--- config.mk ---
export PLATFORM = sky130hd
export DESIGN_NAME = key_schedule_ctrl
export DESIGN_NICKNAME = d
export VERILOG_FILES = /design/src/rtl/aes_pkg.sv /design/src/rtl/round_key_table.sv /design/src/rtl/key_schedule_ctrl.sv
export SDC_FILE = /design/constraint.sdc
export NUM_CORES = 2
export LEC_CHECK = 0
export ABC_AREA = 0
export BUFFER_PORTS_ARGS = -buffer_cell sky130_fd_sc_hd__buf_4
export CORE_AREA = 2 2 353 617
export CTS_BUF_LIST = sky130_fd_sc_hd__clkbuf_8
export DETAILED_ROUTE_END_ITERATION = 10
export DIE_AREA = 0 0 355 619
export GPL_ROUTABILITY_DRIVEN = 0
export GPL_TIMING_DRIVEN = 0
export SYNTH_ARGS = -nofsm -noshare
export SYNTH_HDL_FRONTEND = slang
export SYNTH_HIERARCHICAL = 1
export SYNTH_SLANG_ARGS = --single-unit
--- constraint.sdc ---
create_clock -name clk -period 15.1 [get_ports clk]
set_input_delay 1.51 -clock clk [delete_from_list [all_inputs] [get_ports clk]]
set_output_delay 1.51 -clock clk [all_outputs]
set_load 0.05 [all_outputs]
--- src/rtl/aes_pkg.sv ---
// Shared AES-128 key-schedule types and constants.
// Used by the schedule controller and by the round-key generator datapath.
package aes_pkg;

  localparam int KEY_W     = 128;
  localparam int AES128_NR = 10;

  typedef logic [3:0] round_idx_t;

  typedef enum logic [1:0] {
    KS_IDLE = 2'd0,
    KS_WAIT = 2'd1,
    KS_DONE = 2'd2
  } ks_state_t;

  // Round 0 (the idle value of kg_round) and unused rounds select a zero RCON byte.
  function automatic logic [7:0] rcon(input round_idx_t round);
    case (round)
      4'd1:    return 8'h01;
      4'd2:    return 8'h02;
      4'd3:    return 8'h04;
      4'd4:    return 8'h08;
      4'd5:    return 8'h10;
      4'd6:    return 8'h20;
      4'd7:    return 8'h40;
      4'd8:    return 8'h80;
      4'd9:    return 8'h1b;
      4'd10:   return 8'h36;
      default: return 8'h00;
    endcase
  endfunction

endpackage

--- src/rtl/round_key_table.sv ---
// Round-key storage: one synchronous write port, one registered read port.
// Out-of-range reads return zero; a same-edge write and read of one entry returns the old value.
module round_key_table
  import aes_pkg::*;
#(
  parameter int DEPTH = AES128_NR + 1
) (
  input  logic             clk,
  input  logic             rst,
  input  logic             wr_en,
  input  round_idx_t       wr_addr,
  input  logic [KEY_W-1:0] wr_data,
  input  round_idx_t       rd_addr,
  output logic [KEY_W-1:0] rd_data
);

  logic [KEY_W-1:0] mem [DEPTH];

  // Contents are deliberately not reset; the controller's ready flag qualifies them.
  always_ff @(posedge clk) begin
    if (wr_en && (32'(wr_addr) < DEPTH)) begin
      mem[wr_addr] <= wr_data;
    end
  end

  always_ff @(posedge clk) begin
    if (rst) begin
      rd_data <= '0;
    end else if (32'(rd_addr) < DEPTH) begin
      rd_data <= mem[rd_addr];
    end else begin
      rd_data <= '0;
    end
  end

endmodule

--- src/rtl/key_schedule_ctrl.sv ---
// AES-128 key-schedule sequencer: walks the external round-key generator through
// rounds 1..NR, waits out its S-box latency, and fills the local round-key table.
module key_schedule_ctrl
  import aes_pkg::*;
#(
  parameter int NR       = AES128_NR,
  parameter int SBOX_LAT = 1
) (
  input  logic             clk,
  input  logic             rst,
  input  logic             start,
  input  logic [KEY_W-1:0] cipher_key,
  output logic             busy,
  output logic             done,
  output logic             ready,
  output logic [3:0]       kg_round,
  output logic [KEY_W-1:0] kg_in_key,
  input  logic [KEY_W-1:0] kg_out_key,
  input  logic [3:0]       rd_addr,
  output logic [KEY_W-1:0] rd_key
);

  if (NR < 1 || NR > 15 || SBOX_LAT < 0 || SBOX_LAT > 15) begin : g_bad_params
    $error("key_schedule_ctrl: NR must be 1..15 and SBOX_LAT 0..15");
  end

  localparam logic [3:0] LAST_ROUND = 4'(NR);
  localparam logic [3:0] LAT_RELOAD = 4'(SBOX_LAT);

  ks_state_t        state;
  logic [3:0]       cnt;
  logic             tbl_we;
  round_idx_t       tbl_waddr;
  logic [KEY_W-1:0] tbl_wdata;

  assign busy = (state != KS_IDLE);
  assign done = (state == KS_DONE);

  // Entry 0 is the cipher key itself; later entries are captured when the wait count expires.
  always_comb begin
    tbl_we    = 1'b0;
    tbl_waddr = kg_round;
    tbl_wdata = kg_out_key;
    if (!rst) begin
      if (state == KS_IDLE && start) begin
        tbl_we    = 1'b1;
        tbl_waddr = '0;
        tbl_wdata = cipher_key;
      end else if (state == KS_WAIT && cnt == 4'd0) begin
        tbl_we = 1'b1;
      end
    end
  end

  always_ff @(posedge clk) begin
    if (rst) begin
      state     <= KS_IDLE;
      ready     <= 1'b0;
      kg_round  <= '0;
      kg_in_key <= '0;
      cnt       <= '0;
    end else begin
      case (state)
        KS_IDLE: begin
          if (start) begin
            kg_in_key <= cipher_key;
            kg_round  <= 4'd1;
            cnt       <= LAT_RELOAD;
            ready     <= 1'b0;
            state     <= KS_WAIT;
          end
        end
        KS_WAIT: begin
          if (cnt != 4'd0) begin
            cnt <= cnt - 4'd1;
          end else begin
            kg_in_key <= kg_out_key;
            if (kg_round == LAST_ROUND) begin
              state <= KS_DONE;
            end else begin
              kg_round <= kg_round + 4'd1;
              cnt      <= LAT_RELOAD;
            end
          end
        end
        KS_DONE: begin
          ready    <= 1'b1;
          kg_round <= '0;
          state    <= KS_IDLE;
        end
        default: state <= KS_IDLE;
      endcase
    end
  end

  round_key_table #(
    .DEPTH(NR + 1)
  ) u_table (
    .clk    (clk),
    .rst    (rst),
    .wr_en  (tbl_we),
    .wr_addr(tbl_waddr),
    .wr_data(tbl_wdata),
    .rd_addr(rd_addr),
    .rd_data(rd_key)
  );

endmodule

==> results.yml <==
global_route:
  met3_usage_pct: 5.084
  antenna_found_initial: 22
  grt_pass1_vias: 38100
  grtUsageTotal_pct: 17.48
  use_met2_pct: 28.91
  grt.busiest_layer: "met2"
  grt_pass1_wl_mm: 275.4
  gr-usage-met1_pct: 22.30
  grt.overflow.total: 0
  grt_max_degree: 25
job:
  maxCapViolations: 1
sta:
  slew-limit-headroom_pct: -0.4511
  drv_slew: 10
  skew_ns: 0.06597
  min_period_over_period_pct: 40.72
  min_period_ns: 6.149
  rsz0062_at_grt: "false"
  tns_ns: 0
  finalHoldViolCount: 0
  setup_viol: 0
  max_freq_mhz: 162.6
  tightest_slew_ns: 1.507
worst_setup_path:
  required_ns: 15.68
  reg2regPathDepth: 17
  crit_path_start_kind: "input port"
  cp-end-kind: "flop"
  crit_arrival_ns: 6.73
  crit_type: "in2reg"
  rrSetupSlack_ns: 9.33
  cp-endpoint: "u_table/mem[8][75]"
  timing.rr.start: "state[0]"
  worst_path_most_repeated_cell: "buf_6"
  slowest_delay_ns: 0.78
  crit_start: "rst"
  r2r_end: "u_table/mem[8][75]"
  critPathMaxFanout: 10
  worstPathCellList: "buf_4 > clkbuf_1 > or2_2 > clkbuf_1 > buf_2 > buf_2 > and2_1 > nand3b_1 > nor3_2 > buf_8 > buf_6 > buf_6 > buf_6 > buf_4 > buf_6 > buf_6"
  cpMaxStageDelayCell: "nor3_2"
clock_network:
  clock_sinks: 1675
  postCtsHoldBufs: 0
  path_clk_slew_ns: 0.06
  cts_tree: "built"
  clock_latency_ns: 0.90
  h-tree-depth: 5
  cts_root_buf: "clkbuf_8"
  cts_resized: 0
  clockBufferDepth: 4
  post-cts-setup-buffer-count: 0
  cts_buffers: 267
synthesis:
  synth_top_area_cell: "edfxtp_1"
  ys.flop_type: "edfxtp_1"
  synth_area_leaders: "edfxtp_1 (66%), dfxtp_1 (8.3%), mux2i_1 (8.1%), mux4_2 (4.5%), a211oi_2 (2.3%)"
  yosysTopAreaCellShare_pct: 65.94
  yosysSeqAreaShare_pct: 74.27
  syn_nets: 3820
  ys_types: 49
  ys_seq_elements: 1675
  async_flop_share_pct: 0
  netlist_area_mm2: 0.06412
  ys_warn_count: 6
  synthCells: 3548
  syn_avg_cell_area_um2: 18.07
  synth_edf_count: 1408
routing:
  via_per_inst: 4.956
  drt_iter0_drc: 3484
  wirelength_mm: 197.2
  drt_pre_antenna_iters: 5
  num_vias: 37137
  postRouteAntennaNets: 0
  wl_per_cell_um: 26.32
  drcViolationCount: 0
die:
  core_mm2: 0.2145
  die_area_mm2: 0.2197
  die_x_um: 355
  rows: 225
  ios: 526
  die_y_um: 619
  initial_core_util_pct: 29.89
power_and_ir_drop:
  ir_drop_uv: 115.8
  p_leak_nw: 27.81
  p_per_area_mw_per_mm2: 142.7
  totalPowerFinal_w: 0.01121
run_status:
  violations: "max-capacitance violations, max-slew violations"
  outcome: "finished, violations left"
finish:
  layout-drive-gt1-share_pct: 31.79
  nFillCells: 20158
  synthToLayoutAreaGrowth_pct: 22.53
  finalNetCount: 4717
worst_hold_path:
  hp-class: "reg2reg"
place:
  place.port_buffers: 522
  post-dp-hpwl_mm: 135.8
## layout make-up
type	count	area [um2]	area share, %
Antenna cell	10	25.02	0.03185
Inverter	12	45.04	0.05733
Multi-Input combinational cell	1628	15410	19.61
Clock buffer	291	4005	5.097
Buffer	233	1125	1.432
Clock inverter	179	1120	1.425
Tap cell	2837	3550	4.518
Sequential cell	1675	47630	60.61
Timing Repair Buffer	628	5670	7.217
## worst min path at each step
stage          slack [ns]       endpoint  cells past startpoint     startpoint
4_1_cts              0.50  kg_in_key[75]                      2  kg_in_key[75]
5_1_grt              0.52  kg_in_key[69]                      2  kg_in_key[69]
2_1_floorplan        0.48         cnt[3]                      2         cnt[3]
3_5_place_dp         0.49  kg_in_key[75]                      2  kg_in_key[75]
3_3_place_gp         0.49  kg_in_key[72]                      2  kg_in_key[72]
6_report             0.50  kg_in_key[75]                      2  kg_in_key[75]
## sequential cells by signal, indices dropped and copies added (netlist names)
register and flops:
cnt 4, kg_in_key 128, kg_round 4, ready 1
state 2, u_table/mem 1408, u_table/rd_data 128
## kinds of logic after synthesis
family	synth area share (%)
buf+inv	1.819
flops	74.27
compound gates	6.915
fa+ha+maj	0.1756
simple gates	1.990
mux	14.83
## cell usage after synthesis, drive strengths merged (9+ instances only)
cell / count
mux2: 128
o22ai: 127
dfxtp: 267
a221o: 127
clkbuf: 105
edfxtp: 1408
ha: 9
a211oi: 128
nor2: 142
mux2i: 518
mux4: 128
buf: 128
o21ai: 133
nand2: 132
inv: 12
## per-stage QoR
| step | worst slack, ns | std cells | hold WS [ns] | instance area [um2] | util (%) |
|---|---|---|---|---|---|
| global route | 8.819 | 7484 | 0.5248 | 78550 | 36.62 |
| finish | 8.951 | 7493 | 0.4981 | 78570 | 36.63 |
| global placement | -9.242 | 6907 | 0.4911 | 71590 | 33.37 |
| detailed placement | 7.944 | 7013 | 0.4928 | 73420 | 34.23 |
| CTS | 8.907 | 7483 | 0.5013 | 78550 | 36.62 |
| floorplan | 2.607 | 3548 | 0.4817 | 64120 | - |
## where the power goes
part	internal (W)	switching, W	leakage [nW]
registers	0.00532	0.0000979	14.9
clock network	0.00199	0.00181	2.92
logic	0.000623	0.00138	9.98
total	0.00793	0.00329	27.8
## cell usage in the layout (no fill, tap or decap), types with 3 or more instances in the layout
master / netlist / routed
nand2b_1: 7 / 7
clkinv_2: 0 / 23
mux4_2: 128 / 128
clkinv_1: 0 / 36
inv_1: 12 / 100
ha_1: 9 / 9
buf_4: 27 / 554
edfxtp_1: 1408 / 1408
mux2_2: 128 / 128
bufinv_16: 0 / 12
nor3_1: 6 / 3
buf_1: 23 / 23
o22ai_1: 127 / 127
nand2_1: 132 / 132
clkinvlp_4: 0 / 13
o21ai_0: 133 / 133
a21oi_1: 6 / 6
nor2_1: 142 / 134
diode_2: 0 / 10
a211oi_2: 120 / 120
a211oi_1: 8 / 8
and2_1: 4 / 4
clkbuf_1: 104 / 101
buf_6: 7 / 53
clkbuf_2: 0 / 3
buf_12: 0 / 39
a221o_1: 127 / 127
mux2i_1: 518 / 518
inv_6: 0 / 3
nand4_1: 3 / 3
nor3_2: 0 / 3
nor2_4: 0 / 8
dfxtp_1: 267 / 267
buf_2: 71 / 71
buf_16: 0 / 14
clkbuf_8: 0 / 291
## layer usage
metal	vias up	part of all wire [%]
met5	-	0.026
met4	8	2.2
met3	264	9.5
met2	1665	48
met1	19155	40
li1	16045	-
## critical path, delay by kind of cell
family	cells	cell delay, ns
buffers and inverters	12	3.73
AND/OR/NAND/NOR	4	1.44
No activity file was read; power rests on OpenSTA's default activity.
